### config.mk
export PLATFORM = sky130hd
export DESIGN_NAME = wb_byte_master_flat
export DESIGN_NICKNAME = d
export VERILOG_FILES = /design/src/rtl/wb_byte_master_pkg.sv /design/src/rtl/wb_byte_master_if.sv /design/src/rtl/wb_byte_master_sync_fifo.sv /design/src/rtl/wb_byte_master.sv /design/src/flat_wrapper.sv
export SDC_FILE = /design/constraint.sdc
export NUM_CORES = 1
export LEC_CHECK = 0
export CAP_MARGIN = 20
export CORE_ASPECT_RATIO = 1.75
export CORE_MARGIN = 10
export CORE_UTILIZATION = 58
export DETAILED_ROUTE_END_ITERATION = 12
export GPL_TIMING_DRIVEN = 0
export PLACE_DENSITY = 0.9
export SKIP_CTS_REPAIR_TIMING = 1
export SLEW_MARGIN = 10
export SYNTH_ARGS = -nofsm -noshare
export SYNTH_HDL_FRONTEND = slang
export SYNTH_SLANG_ARGS = --single-unit
### constraint.sdc
create_clock -name i_clk -period 2.9 [get_ports i_clk]
set_clock_uncertainty 0.15 [all_clocks]
set_input_delay 0.435 -clock i_clk [delete_from_list [all_inputs] [get_ports i_clk]]
set_output_delay 0.435 -clock i_clk [all_outputs]
set_load 0.005 [all_outputs]
### src/rtl/wb_byte_master_pkg.sv
// Shared types and defaults for the Wishbone byte master: FSM state encoding and default data width.
package wb_byte_master_pkg;

  localparam int DSIZE_DEFAULT = 8;

  typedef enum logic [1:0] {
    ST_IDLE  = 2'd0,
    ST_BUS   = 2'd1,
    ST_RDCAP = 2'd2,
    ST_RSP   = 2'd3
  } state_t;

endpackage

### src/rtl/wb_byte_master_if.sv
// Command stream, response stream and Wishbone bus of the byte master, bundled as one interface.
interface wb_byte_master_if
  import wb_byte_master_pkg::*;
#(
  parameter int DSIZE = DSIZE_DEFAULT
);
  logic             cmd_valid;
  logic             cmd_we;
  logic [DSIZE-1:0] cmd_dat;
  logic             cmd_ready;
  logic             rsp_valid;
  logic [DSIZE-1:0] rsp_dat;
  logic             rsp_err;
  logic             rsp_ready;
  logic             stb;
  logic             we;
  logic [DSIZE-1:0] wdat;
  logic             ack;
  logic [DSIZE-1:0] rdat;

  // The master view belongs to wb_byte_master; the slave view is everything around it.
  modport master (
    input  cmd_valid, cmd_we, cmd_dat, rsp_ready, ack, rdat,
    output cmd_ready, rsp_valid, rsp_dat, rsp_err, stb, we, wdat
  );

  modport slave (
    output cmd_valid, cmd_we, cmd_dat, rsp_ready, ack, rdat,
    input  cmd_ready, rsp_valid, rsp_dat, rsp_err, stb, we, wdat
  );
endinterface

### src/rtl/wb_byte_master_sync_fifo.sv
// Synchronous command FIFO with registered storage (no fall-through); pointers carry an extra wrap bit.
module wb_byte_master_sync_fifo #(
  parameter int WIDTH = 9,
  parameter int DEPTH = 4
) (
  input  logic             i_clk,
  input  logic             i_rst_n,
  input  logic             push,
  input  logic [WIDTH-1:0] push_data,
  input  logic             pop,
  output logic [WIDTH-1:0] pop_data,
  output logic             full,
  output logic             empty
);
  localparam int AW = $clog2(DEPTH);

  logic [WIDTH-1:0] mem [DEPTH];
  logic [AW:0]      wr_ptr;
  logic [AW:0]      rd_ptr;
  logic             do_push;
  logic             do_pop;

  assign empty    = (wr_ptr == rd_ptr);
  assign full     = (wr_ptr[AW] != rd_ptr[AW]) && (wr_ptr[AW-1:0] == rd_ptr[AW-1:0]);
  assign do_push  = push && !full;
  assign do_pop   = pop && !empty;
  assign pop_data = mem[rd_ptr[AW-1:0]];

  // NOTE: storage is deliberately not reset; occupancy comes from the pointers alone, so stale entries are never read.
  always_ff @(posedge i_clk) begin
    if (do_push) mem[wr_ptr[AW-1:0]] <= push_data;
  end

  // NOTE: state registers use non-blocking assignments so every flop samples pre-edge values.
  always_ff @(posedge i_clk or negedge i_rst_n) begin
    if (!i_rst_n) begin
      wr_ptr <= '0;
      rd_ptr <= '0;
    end else begin
      if (do_push) wr_ptr <= wr_ptr + 1'b1;
      if (do_pop)  rd_ptr <= rd_ptr + 1'b1;
    end
  end
endmodule

### src/rtl/wb_byte_master.sv
// Wishbone master for the byte register slave: queues write/read commands, runs one bus cycle each,
// and returns one response per command (timeout reported as err=1, dat=0).
module wb_byte_master
  import wb_byte_master_pkg::*;
#(
  parameter int DSIZE      = DSIZE_DEFAULT,
  parameter int FIFO_DEPTH = 4,
  parameter int TIMEOUT    = 15
) (
  input logic               i_clk,
  input logic               i_rst_n,
  wb_byte_master_if.master  bus
);
  localparam int             CW       = $clog2(TIMEOUT);
  localparam logic [CW-1:0]  CNT_LAST = CW'(TIMEOUT - 1);

  state_t           state_q, state_d;
  logic [CW-1:0]    cnt_q, cnt_d;
  logic             stb_q, stb_d;
  logic             we_q, we_d;
  logic [DSIZE-1:0] wdat_q, wdat_d;
  logic             rsp_valid_q, rsp_valid_d;
  logic [DSIZE-1:0] rsp_dat_q, rsp_dat_d;
  logic             rsp_err_q, rsp_err_d;

  logic             fifo_pop;
  logic             fifo_full;
  logic             fifo_empty;
  logic [DSIZE:0]   fifo_out;

  wb_byte_master_sync_fifo #(
    .WIDTH (DSIZE + 1),
    .DEPTH (FIFO_DEPTH)
  ) u_cmd_fifo (
    .i_clk     (i_clk),
    .i_rst_n   (i_rst_n),
    .push      (bus.cmd_valid),
    .push_data ({bus.cmd_we, bus.cmd_dat}),
    .pop       (fifo_pop),
    .pop_data  (fifo_out),
    .full      (fifo_full),
    .empty     (fifo_empty)
  );

  assign bus.cmd_ready = !fifo_full;
  assign bus.stb       = stb_q;
  assign bus.we        = we_q;
  assign bus.wdat      = wdat_q;
  assign bus.rsp_valid = rsp_valid_q;
  assign bus.rsp_dat   = rsp_dat_q;
  assign bus.rsp_err   = rsp_err_q;

  always_comb begin
    // NOTE: every next-value defaults to its register first, so no branch can leave one unassigned and infer a latch.
    state_d     = state_q;
    cnt_d       = cnt_q;
    stb_d       = stb_q;
    we_d        = we_q;
    wdat_d      = wdat_q;
    rsp_valid_d = rsp_valid_q;
    rsp_dat_d   = rsp_dat_q;
    rsp_err_d   = rsp_err_q;
    fifo_pop    = 1'b0;

    case (state_q)
      ST_IDLE: begin
        if (!fifo_empty) begin
          fifo_pop = 1'b1;
          we_d     = fifo_out[DSIZE];
          wdat_d   = fifo_out[DSIZE-1:0];
          stb_d    = 1'b1;
          cnt_d    = '0;
          state_d  = ST_BUS;
        end
      end
      ST_BUS: begin
        // An ack arriving on the last allowed cycle still completes the transfer normally.
        if (bus.ack) begin
          stb_d = 1'b0;
          if (we_q) begin
            rsp_dat_d   = wdat_q;
            rsp_err_d   = 1'b0;
            rsp_valid_d = 1'b1;
            state_d     = ST_RSP;
          end else begin
            state_d = ST_RDCAP;
          end
        end else if (cnt_q == CNT_LAST) begin
          stb_d       = 1'b0;
          rsp_dat_d   = '0;
          rsp_err_d   = 1'b1;
          rsp_valid_d = 1'b1;
          state_d     = ST_RSP;
        end else begin
          cnt_d = cnt_q + 1'b1;
        end
      end
      ST_RDCAP: begin
        // The slave presents read data one cycle after its ack.
        rsp_dat_d   = bus.rdat;
        rsp_err_d   = 1'b0;
        rsp_valid_d = 1'b1;
        state_d     = ST_RSP;
      end
      ST_RSP: begin
        if (bus.rsp_ready) begin
          rsp_valid_d = 1'b0;
          state_d     = ST_IDLE;
        end
      end
      default: state_d = ST_IDLE;
    endcase
  end

  always_ff @(posedge i_clk or negedge i_rst_n) begin
    if (!i_rst_n) begin
      state_q     <= ST_IDLE;
      cnt_q       <= '0;
      stb_q       <= 1'b0;
      we_q        <= 1'b0;
      wdat_q      <= '0;
      rsp_valid_q <= 1'b0;
      rsp_dat_q   <= '0;
      rsp_err_q   <= 1'b0;
    end else begin
      state_q     <= state_d;
      cnt_q       <= cnt_d;
      stb_q       <= stb_d;
      we_q        <= we_d;
      wdat_q      <= wdat_d;
      rsp_valid_q <= rsp_valid_d;
      rsp_dat_q   <= rsp_dat_d;
      rsp_err_q   <= rsp_err_d;
    end
  end
endmodule
### src/flat_wrapper.sv
// flat-port wrapper written by rule: the top's interface ports become plain ports
module wb_byte_master_flat import wb_byte_master_pkg::*;
#(
  parameter int DSIZE      = DSIZE_DEFAULT,
  parameter int FIFO_DEPTH = 4,
  parameter int TIMEOUT    = 15
)
  (i_clk, i_rst_n, bus_cmd_valid, bus_cmd_we, bus_cmd_dat, bus_rsp_ready, bus_ack, bus_rdat, bus_cmd_ready, bus_rsp_valid, bus_rsp_dat, bus_rsp_err, bus_stb, bus_we, bus_wdat);
  wb_byte_master_if #(.DSIZE(DSIZE)) bus_i ();
  input logic i_clk;
  input logic i_rst_n;
  input wire logic [$bits(bus_i.cmd_valid)-1:0] bus_cmd_valid;
  input wire logic [$bits(bus_i.cmd_we)-1:0] bus_cmd_we;
  input wire logic [$bits(bus_i.cmd_dat)-1:0] bus_cmd_dat;
  input wire logic [$bits(bus_i.rsp_ready)-1:0] bus_rsp_ready;
  input wire logic [$bits(bus_i.ack)-1:0] bus_ack;
  input wire logic [$bits(bus_i.rdat)-1:0] bus_rdat;
  output wire logic [$bits(bus_i.cmd_ready)-1:0] bus_cmd_ready;
  output wire logic [$bits(bus_i.rsp_valid)-1:0] bus_rsp_valid;
  output wire logic [$bits(bus_i.rsp_dat)-1:0] bus_rsp_dat;
  output wire logic [$bits(bus_i.rsp_err)-1:0] bus_rsp_err;
  output wire logic [$bits(bus_i.stb)-1:0] bus_stb;
  output wire logic [$bits(bus_i.we)-1:0] bus_we;
  output wire logic [$bits(bus_i.wdat)-1:0] bus_wdat;
  assign bus_i.cmd_valid = bus_cmd_valid;
  assign bus_i.cmd_we = bus_cmd_we;
  assign bus_i.cmd_dat = bus_cmd_dat;
  assign bus_i.rsp_ready = bus_rsp_ready;
  assign bus_i.ack = bus_ack;
  assign bus_i.rdat = bus_rdat;
  assign bus_cmd_ready = bus_i.cmd_ready;
  assign bus_rsp_valid = bus_i.rsp_valid;
  assign bus_rsp_dat = bus_i.rsp_dat;
  assign bus_rsp_err = bus_i.rsp_err;
  assign bus_stb = bus_i.stb;
  assign bus_we = bus_i.we;
  assign bus_wdat = bus_i.wdat;
  wb_byte_master #(.DSIZE(DSIZE), .FIFO_DEPTH(FIFO_DEPTH), .TIMEOUT(TIMEOUT)) u_core (.i_clk(i_clk), .i_rst_n(i_rst_n), .bus(bus_i));
endmodule
==> reports/qor.yml, run 1 <==
floorplanning:
  ios: 43
  die_h_um: 116
  die_w_um: 74.7
  die_area_um2: 8650
  std_cell_rows: 34
  core_um2: 5020
  start_util_pct: 60.6
setup_path:
  cp.required_ns: 2.32
  r2r_cells: 7
  timing.critical_path.to: "bus_cmd_ready"
  path_class: "flop to output port"
  cp_max_fo: 4
  start_kind: "flop"
  r2r_end: "u_core.state_q[1]$_DFFE_PN0P_"
  rrSetupSlack_ns: 0.64
  r2r_start: "u_core.state_q[0]$_DFFE_PN0P_"
  startpoint: "u_core.u_cmd_fifo.wr_ptr[2]$_DFFE_PN0N_"
  end_kind: "output port"
  crit_arrival_ns: 1.72
pwr:
  power_frac_clock_pct: 19.2
  power_uw: 4130
  combinationalPowerShare_pct: 41.9
  peakVddDrop_v: 0.000659
  p_int_uw: 2690
  switchingPower_uw: 1430
  power.leakage_uw: 0.00149
  power.density_nw_per_um2: 1110
  switching_share_pct: 34.7
  p_seq_share_pct: 38.9
global_routing:
  overflow: 0
  grt_pass1_wl_mm: 9.87
  grt_max_degree: 33
  antenna_found_initial: 0
  grt_pass1_vias: 2005
  track_usage_pct: 15.1
clock_network:
  htree_levels: 3
  cts_tree: "yes"
  clockRootBuffer: "clkbuf_8"
  cts.sinks: 68
  clkSlewWorstSetupHoldPaths_ns: 0.08
  ctsLongestPathBuffers: 2
  clk_latency_ns: 0.34
  cts-buffers-inserted: 9
synthesis:
  ys_ff_latch: 68
  synth_area_leaders: "edfxtp_1 (36%), dfrtp_1 (26%), mux4_2 (6.7%)"
  netlist.area_leader.share_pct: 35.6
  ys_types: 40
  synthesis.area_um2: 3040
  syn_inst: 207
  syn_nets: 240
  synth.avg_cell_area_um2: 14.7
  yosysWarnings: 0
  yosys.area.top_type: "edfxtp_1"
  ys_seq_area_share_pct: 61.9
route:
  ant_nets: 0
  dr.pass1.iters: 4
  num_vias: 1868
  drt_iter0_drc: 191
  via_per_inst: 5.86
  routedWlPerCell_um: 18.6
  wirelength_mm: 5.92
  drc_errors: 0
timing:
  finalCritPeriodShare_pct: 79.5
  min_period_ns: 2.30
  worstMarginPinSlew_ns: 0.707
  finalMaxSlewViolations: 0
  fmax_mhz: 434
  setup_viol_count_final: 0
  final-hold-violation-count: 22
  setup_tns_ns: 0
  holdWs_ns: -0.0207
  rsz0062_at_grt: "no"
  slew_headroom_pct: 52.9
status:
  violations: "negative hold slack"
  status: "complete, but fails checks"
finish:
  fin_util_pct: 74.3
  fillerInstances: 325
  post_route_cells_drive_above_1_share_pct: 18.5
  syn2layout_area_growth_pct: 22.6
  layout.nets: 293
  diodes: 0
  final_area_um2: 3730
placement:
  dpl_cell_area_um2: 3520
  place.gp.congestion: 0.815
  portBuffers: 42
  hpwl_mm: 4.27
job:
  max_cap_violations: 0
min_path:
  min-delay-path-class: "input pin to asynchronous set/reset pin"
[cell usage in the layout, fill, tap and decap left out, types with 5 or more instances in the layout]
cell,count
clkdlybuf4s50_1,41
a22oi_1,8
mux2_4,8
edfxtp_1,36
o21ai_0,14
mux4_2,9
nand3_1,6
xor2_1,5
ha_1,11
inv_1,10
clkbuf_8,9
dfrtp_1,32
and2_1,5
nand2_1,15
[through the flow]
step / instances / setup slack, ns
floorplan: 207 / 0.944
global placement: 303 / 0.512
detailed placement: 303 / 0.481
CTS: 319 / 0.546
global route: 319 / 0.472
finish: 319 / 0.596
[cells in the mapped netlist (all sizes together)]
cell / count
o31ai: 2
mux2: 11
a21oi: 4
inv: 10
nor2b: 4
or3: 1
o41a: 1
clkbuf: 3
and2: 5
nor2: 4
nor3: 1
dfrtp: 32
a22oi: 8
a31oi: 1
and4b: 1
nand2: 16
a2111o: 1
nand3: 6
xnor2: 4
ha: 11
a41oi: 1
mux4: 9
edfxtp: 36
nor4: 1
nand4b: 1
a21bo: 2
buf: 4
and3: 3
xor2: 5
o22ai: 1
o21ai: 15
or4: 1
mux2i: 1
a32oi: 1
[power by group through the flow]
stage	Combinational (uW)	Clock [uW]	Sequential, uW
finish	1730	791	1610
global route	1920	855	1650
CTS	1760	809	1610
detailed placement	1740	0	1620
global placement	1690	0	1600
floorplan	1170	0	1570
[layout make-up]
class | instances | area [um^2] | area share [%]
inverters | 10 | 37.5 | 1.01
repair buffers | 42 | 415 | 11.1
clock buffers | 9 | 124 | 3.32
multi-input cells | 122 | 1080 | 29.0
flip-flops and latches | 68 | 1880 | 50.5
well taps | 54 | 67.6 | 1.81
plain buffers | 7 | 38.8 | 1.04
clock inverters | 7 | 80.1 | 2.15
[metal layers]
layer	vias to the layer above	routed length (um)	share of wire [%]	global-route usage [%]
li1	881	-	-	-
met1	933	2300	39	15.7
met2	40	3250	55	26.7
met3	14	250	4.2	4.62
met4	0	121	2.0	6.85
met5	-	0	0	0
[kinds of logic after synthesis]
family | synth area share, %
muxes | 12.1
buffers and inverters | 2.51
adders and majority gates | 4.53
DFF | 61.9
and+or+nand+nor | 8.31
AOI/OAI and AO/OA | 8.11
xor gates and xnor gates | 2.59
[critical path: stages, from the launching register on]
cell and delay (ns):
dfrtp_1 0.40, xor2_1 0.37, nand3_1 0.13, clkdlybuf4s50_1 0.48
[state kept, by name, indices dropped and copies added, names as in the netlist]
| register | cells |
|---|---|
| u_core.cnt_q | 4 |
| u_core.bus.rsp_dat | 8 |
| u_core.bus.rsp_valid | 1 |
| u_core.u_cmd_fifo.mem | 36 |
| u_core.bus.wdat | 8 |
| u_core.bus.we | 1 |
| u_core.state_q | 2 |
| u_core.bus.stb | 1 |
| u_core.u_cmd_fifo.rd_ptr | 3 |
| u_core.bus.rsp_err | 1 |
| u_core.u_cmd_fifo.wr_ptr | 3 |
[worst min path at each step]
stage	cells after the start	endpoint	slack, ns	from
after floorplan	0	u_core.bus.rsp_dat[0]$_DFFE_PN0P_	-0.01	i_rst_n
after global placement	2	u_core.bus.rsp_err$_DFFE_PN0P_	0.31	u_core.bus.rsp_err$_DFFE_PN0P_
after detailed placement	1	u_core.u_cmd_fifo.wr_ptr[2]$_DFFE_PN0N_	0.33	u_core.u_cmd_fifo.wr_ptr[2]$_DFFE_PN0N_
after CTS	1	u_core.u_cmd_fifo.rd_ptr[2]$_DFFE_PN0P_	-0.02	i_rst_n
after global routing	1	u_core.u_cmd_fifo.rd_ptr[2]$_DFFE_PN0P_	0.02	i_rst_n
final	1	u_core.u_cmd_fifo.rd_ptr[2]$_DFFE_PN0P_	-0.02	i_rst_n
Note: power is estimated with default switching activity, not from simulation.
==> run 2, diff against run 1 <==
Settings changed: CORE_UTILIZATION 58 to 49, PLACE_DENSITY 0.9 to 0.82.
Clock period 2.9 ns to 2 ns, I/O delays scaled along.
==> reports/qor.yml, run 2 (synthesis results as in run 1) <==
status:
  status: "complete, but fails checks"
  violations: "negative setup slack"
floorplanning:
  ios: 43
  die_area_um2: 9880
  std_cell_rows: 37
  start_util_pct: 50.9
  die_h_um: 124
  die_w_um: 79.5
  core_um2: 5970
global_routing:
  overflow: 0
  antenna_found_initial: 0
  grt_pass1_wl_mm: 9.55
  grt_max_degree: 33
  track_usage_pct: 12.2
  grt_pass1_vias: 1935
clock_network:
  clk_latency_ns: 0.33
  htree_levels: 3
  cts.sinks: 68
  clkSlewWorstSetupHoldPaths_ns: 0.08
  ctsLongestPathBuffers: 2
  cts-buffers-inserted: 9
  clockRootBuffer: "clkbuf_8"
  cts_tree: "yes"
placement:
  place.gp.congestion: 0.838
  dpl_cell_area_um2: 3550
  hpwl_mm: 4.25
  detailedPlace.worstSlack_ns: -0.331
  portBuffers: 42
  dpl.cell_count: 327
route:
  ant_nets: 0
  routedWlPerCell_um: 17.8
  drc_errors: 0
  num_vias: 1922
  wirelength_mm: 6.40
  drt_iter0_drc: 90
  via_per_inst: 5.34
  dr.pass1.iters: 4
timing:
  setup_ws_ns: -0.00315
  setup_viol_count_final: 1
  finalMaxSlewViolations: 0
  min_period_ns: 2.00
  fmax_mhz: 499
  slew_headroom_pct: 51.7
  worstMarginPinSlew_ns: 0.724
  final-hold-violation-count: 0
  finalCritPeriodShare_pct: 100
  rsz0062_at_grt: "yes"
  setup_tns_ns: -0.00315
min_path:
  min-delay-path-class: "flop to flop"
finish:
  layout.nets: 310
  final_area_um2: 4000
  layout_common_cells: "clkdlybuf4s50_1 (40), edfxtp_1 (36), dfrtp_1 (29)"
  fillerInstances: 412
  final-instance-count-excl-fill: 360
  diodes: 0
  multiInputGateArea_um2: 1160
  largest_reg_flops: 36
  post_route_cells_drive_above_1_share_pct: 29.1
  ff_latch_area_um2: 1890
  mostFrequentLayoutCell: "clkdlybuf4s50_1"
  syn2layout_area_growth_pct: 31.6
setup_path:
  cp_slowest_cell: "dfrtp_1"
  cp.required_ns: 2.07
  start_kind: "flop"
  cp_max_fo: 5
  crit_chain: "xor2_2 > buf_4 > or3_4 > nand2_4 > clkbuf_16 > mux2_4"
  crit_arrival_ns: 2.07
  end_kind: "flop"
  r2r_end: "u_core.bus.wdat[2]$_DFFE_PN0P_"
  slowest_delay_ns: 0.43
  path_class: "flop to flop"
  startpoint: "u_core.u_cmd_fifo.rd_ptr[2]$_DFFE_PN0P_"
  r2r_start: "u_core.u_cmd_fifo.rd_ptr[2]$_DFFE_PN0P_"
  timing.critical_path.to: "u_core.bus.wdat[2]$_DFFE_PN0P_"
  r2r_cells: 6
  rrSetupSlack_ns: -0.003
job:
  max_cap_violations: 0
pwr:
  power.leakage_uw: 0.00161
  peakVddDrop_v: 0.000790
  power.density_nw_per_um2: 1660
run 2: cell types whose count changed in the layout (fill, tap and decap cells not counted), moves of 3 or more:
cell | before | now
and2_1 | 5 | 0
and2_4 | 0 | 3
dfrtp_1 | 32 | 29
buf_4 | 0 | 15
dfrtp_2 | 0 | 3
inv_6 | 4 | 1
run 2: metal layers:
| metal | vias up | wire length (um) | global-route usage [%] |
|---|---|---|---|
| li1 | 916 | - | - |
| met1 | 954 | 2430 | 12.8 |
| met2 | 46 | 3520 | 21.2 |
| met3 | 6 | 353 | 2.60 |
| met4 | 0 | 93 | 6.97 |
| met5 | - | 0 | 0 |
run 2: where the power goes:
group | internal (uW) | switching [uW] | leakage (uW)
clock network | 581 | 531 | 0.0000958
logic | 1800 | 1390 | 0.000792
registers | 1990 | 338 | 0.000720
run 2: critical path: cells and delay by family (launching register included):
family        cells  cell delay, ns
simple gates      2            0.49
xor+xnor          1            0.21
flops             1            0.43
mux               1            0.29
buf+inv           2            0.32
run 2: worst min-delay path by stage:
stage | start | end | slack (ns) | cells after the start
detailed placement | i_rst_n | u_core.u_cmd_fifo.wr_ptr[2]$_DFFE_PN0N_ | 0.24 | 1
floorplan | i_rst_n | u_core.bus.rsp_dat[0]$_DFFE_PN0P_ | -0.15 | 0
global placement | u_core.bus.rsp_dat[1]$_DFFE_PN0P_ | u_core.bus.rsp_dat[1]$_DFFE_PN0P_ | 0.31 | 2
CTS | i_rst_n | u_core.cnt_q[1]$_DFFE_PN0P_ | -0.13 | 1
global route | u_core.bus.rsp_dat[5]$_DFFE_PN0P_ | u_core.bus.rsp_dat[5]$_DFFE_PN0P_ | 0.36 | 2
finish | u_core.bus.rsp_dat[7]$_DFFE_PN0P_ | u_core.bus.rsp_dat[7]$_DFFE_PN0P_ | 0.33 | 2
run 2: stage by stage:
step | hold WS [ns] | power, uW | utilization [%]
final | 0.329 | 6630 | 67.0
after CTS | -0.133 | 5990 | 62.9
after detailed placement | 0.240 | 4870 | 59.5
after global routing | 0.360 | 7030 | 67.0
after floorplan | -0.146 | 3970 | -
after global placement | 0.313 | 4770 | 59.6
run 2: final cells by class:
cell class                 instances  area share (%)
inverter                          10           0.938
tap                               78            2.44
buffer                             6            1.28
timing repair buffer              59            14.1
sequential                        68            47.1
clock inverter                     7            1.91
clock buffer                       9            3.10
multi-input combinational        123            29.1
==> run 3, diff against run 2 <==
Settings changed: CORE_UTILIZATION 49 to 30, PLACE_DENSITY 0.82 to 0.57.
==> reports/qor.yml, run 3 (synthesis results as in run 1) <==
timing:
  worstMarginPinSlew_ns: 0.739
  slew_headroom_pct: 50.7
  finalMaxSlewViolations: 0
  setup_ws_ns: 0.0367
  rsz0062_at_grt: "yes"
  setup_tns_ns: 0
  finalCritPeriodShare_pct: 98.2
  final-hold-violation-count: 0
  min_period_ns: 1.96
  holdWs_ns: 0.326
  setup_viol_count_final: 0
  fmax_mhz: 509
status:
  status: "completed"
finish:
  layout_common_cells: "clkdlybuf4s50_1 (40), edfxtp_1 (36), dfrtp_1 (29)"
  ff_latch_area_um2: 1890
  final-instance-count-excl-fill: 402
  fillerInstances: 924
  largest_reg_flops: 36
  syn2layout_area_growth_pct: 35.3
  multiInputGateArea_um2: 1140
  diodes: 0
  post_route_cells_drive_above_1_share_pct: 27.1
  mostFrequentLayoutCell: "clkdlybuf4s50_1"
  layout.nets: 305
placement:
  detailedPlace.worstSlack_ns: -0.332
  place.gp.congestion: 0.797
  hpwl_mm: 4.61
  dpl.cell_count: 374
  portBuffers: 42
setup_path:
  path_class: "flop to flop"
  start_kind: "flop"
  crit_arrival_ns: 2.03
  cp_max_fo: 10
  end_kind: "flop"
  cp.required_ns: 2.06
clock_network:
  clk_latency_ns: 0.33
  clkSlewWorstSetupHoldPaths_ns: 0.06
  clockRootBuffer: "clkbuf_16"
  cts.sinks: 68
  cts-buffers-inserted: 9
  cts_tree: "yes"
  ctsLongestPathBuffers: 2
  htree_levels: 3
route:
  via_per_inst: 4.77
  num_vias: 1916
  wl_met1_mm: 2.27
  drc_errors: 0
  dr.pass1.iters: 4
  topRoutingLayerUsed: "met4"
  routedWlPerCell_um: 16.1
  ant_nets: 0
  drt_iter0_drc: 93
  wirelength_mm: 6.48
  met2_length_mm: 3.61
  wl_met3_um: 406
floorplanning:
  core_um2: 9910
  die_area_um2: 14700
  start_util_pct: 30.7
  die_h_um: 153
  std_cell_rows: 48
  ios: 43
  die_w_um: 96.1
global_routing:
  antenna_found_initial: 0
  grt_pass1_vias: 2059
  grt_pass1_wl_mm: 10.5
  track_usage_pct: 9.38
  overflow: 0
  grt_max_degree: 33
pwr:
  power_uw: 6910
  switchingPower_uw: 2250
  peakVddDrop_v: 0.000512
  p_int_uw: 4650
  power.density_nw_per_um2: 1680
  combinationalPowerShare_pct: 43.0
  switching_share_pct: 32.6
  power.leakage_uw: 0.00164
  p_seq_share_pct: 33.9
  power_frac_clock_pct: 23.1
min_path:
  min-delay-path-class: "flop to flop"
job:
  max_cap_violations: 0
[run 3: changes by cell type in the layout (fill, tap and decap cells not counted), sizes merged]
cell	change
buf	-5
inv	+2
clkbuf	+1
clkinv	-1
clkinvlp	-1
o21ai	-1
[run 3: layout make-up]
type,instances,share of cell area (%)
Timing Repair Buffer,54,12.8
Buffer,7,1.46
Inverter,10,0.912
Multi-Input combinational cell,122,27.8
Sequential cell,68,45.8
Tap cell,125,3.80
Clock buffer,9,5.47
Clock inverter,7,1.98
[run 3: path summary, 6_finish.rpt]
| path | start | cells past startpoint | to | slack (ns) |
|---|---|---|---|---|
| min in group asynchronous | i_rst_n | 2 | u_core.cnt_q[2]$_DFFE_PN0P_ | 0.42 |
| min | u_core.bus.rsp_dat[5]$_DFFE_PN0P_ | 2 | u_core.bus.rsp_dat[5]$_DFFE_PN0P_ | 0.33 |
| max | u_core.state_q[1]$_DFFE_PN0P_ | 7 | u_core.state_q[1]$_DFFE_PN0P_ | 0.04 |
| min reg2reg | u_core.bus.rsp_dat[5]$_DFFE_PN0P_ | 2 | u_core.bus.rsp_dat[5]$_DFFE_PN0P_ | 0.33 |
| max in group asynchronous | i_rst_n | 2 | u_core.u_cmd_fifo.rd_ptr[0]$_DFFE_PN0P_ | 0.76 |
| max reg2reg | u_core.state_q[1]$_DFFE_PN0P_ | 7 | u_core.state_q[1]$_DFFE_PN0P_ | 0.04 |
[run 3: worst max-delay path: stages, from the launching register on]
cell      delay, ns
dfrtp_1        0.39
inv_1          0.08
ha_1           0.18
clkbuf_4       0.18
nor2b_4        0.16
and2_4         0.19
nor3_2         0.17
mux2_2         0.36
[run 3: routing by layer]
layer | vias to the layer above | global-route usage (%)
met5 | - | 0
met4 | 0 | 5.72
met2 | 49 | 16.3
met1 | 941 | 9.09
li1 | 912 | -
met3 | 14 | 3.09
[run 3: per-stage QoR]
stage | utilization [%] | instance area (um^2)
after global routing | 41.5 | 4120
after detailed placement | 36.5 | 3610
after floorplan | - | 3040
after CTS | 39.5 | 3920
after global placement | 36.5 | 3620
final | 41.5 | 4120
[run 3: power groups by stage]
stage / clock network (uW) / registers (uW) / logic [uW]
6_report: 1600 / 2340 / 2970
5_1_grt: 1690 / 2410 / 3280
4_1_cts: 1640 / 2320 / 2580
3_5_place_dp: 0 / 2350 / 2570
3_3_place_gp: 0 / 2330 / 2530
2_1_floorplan: 0 / 2270 / 1700
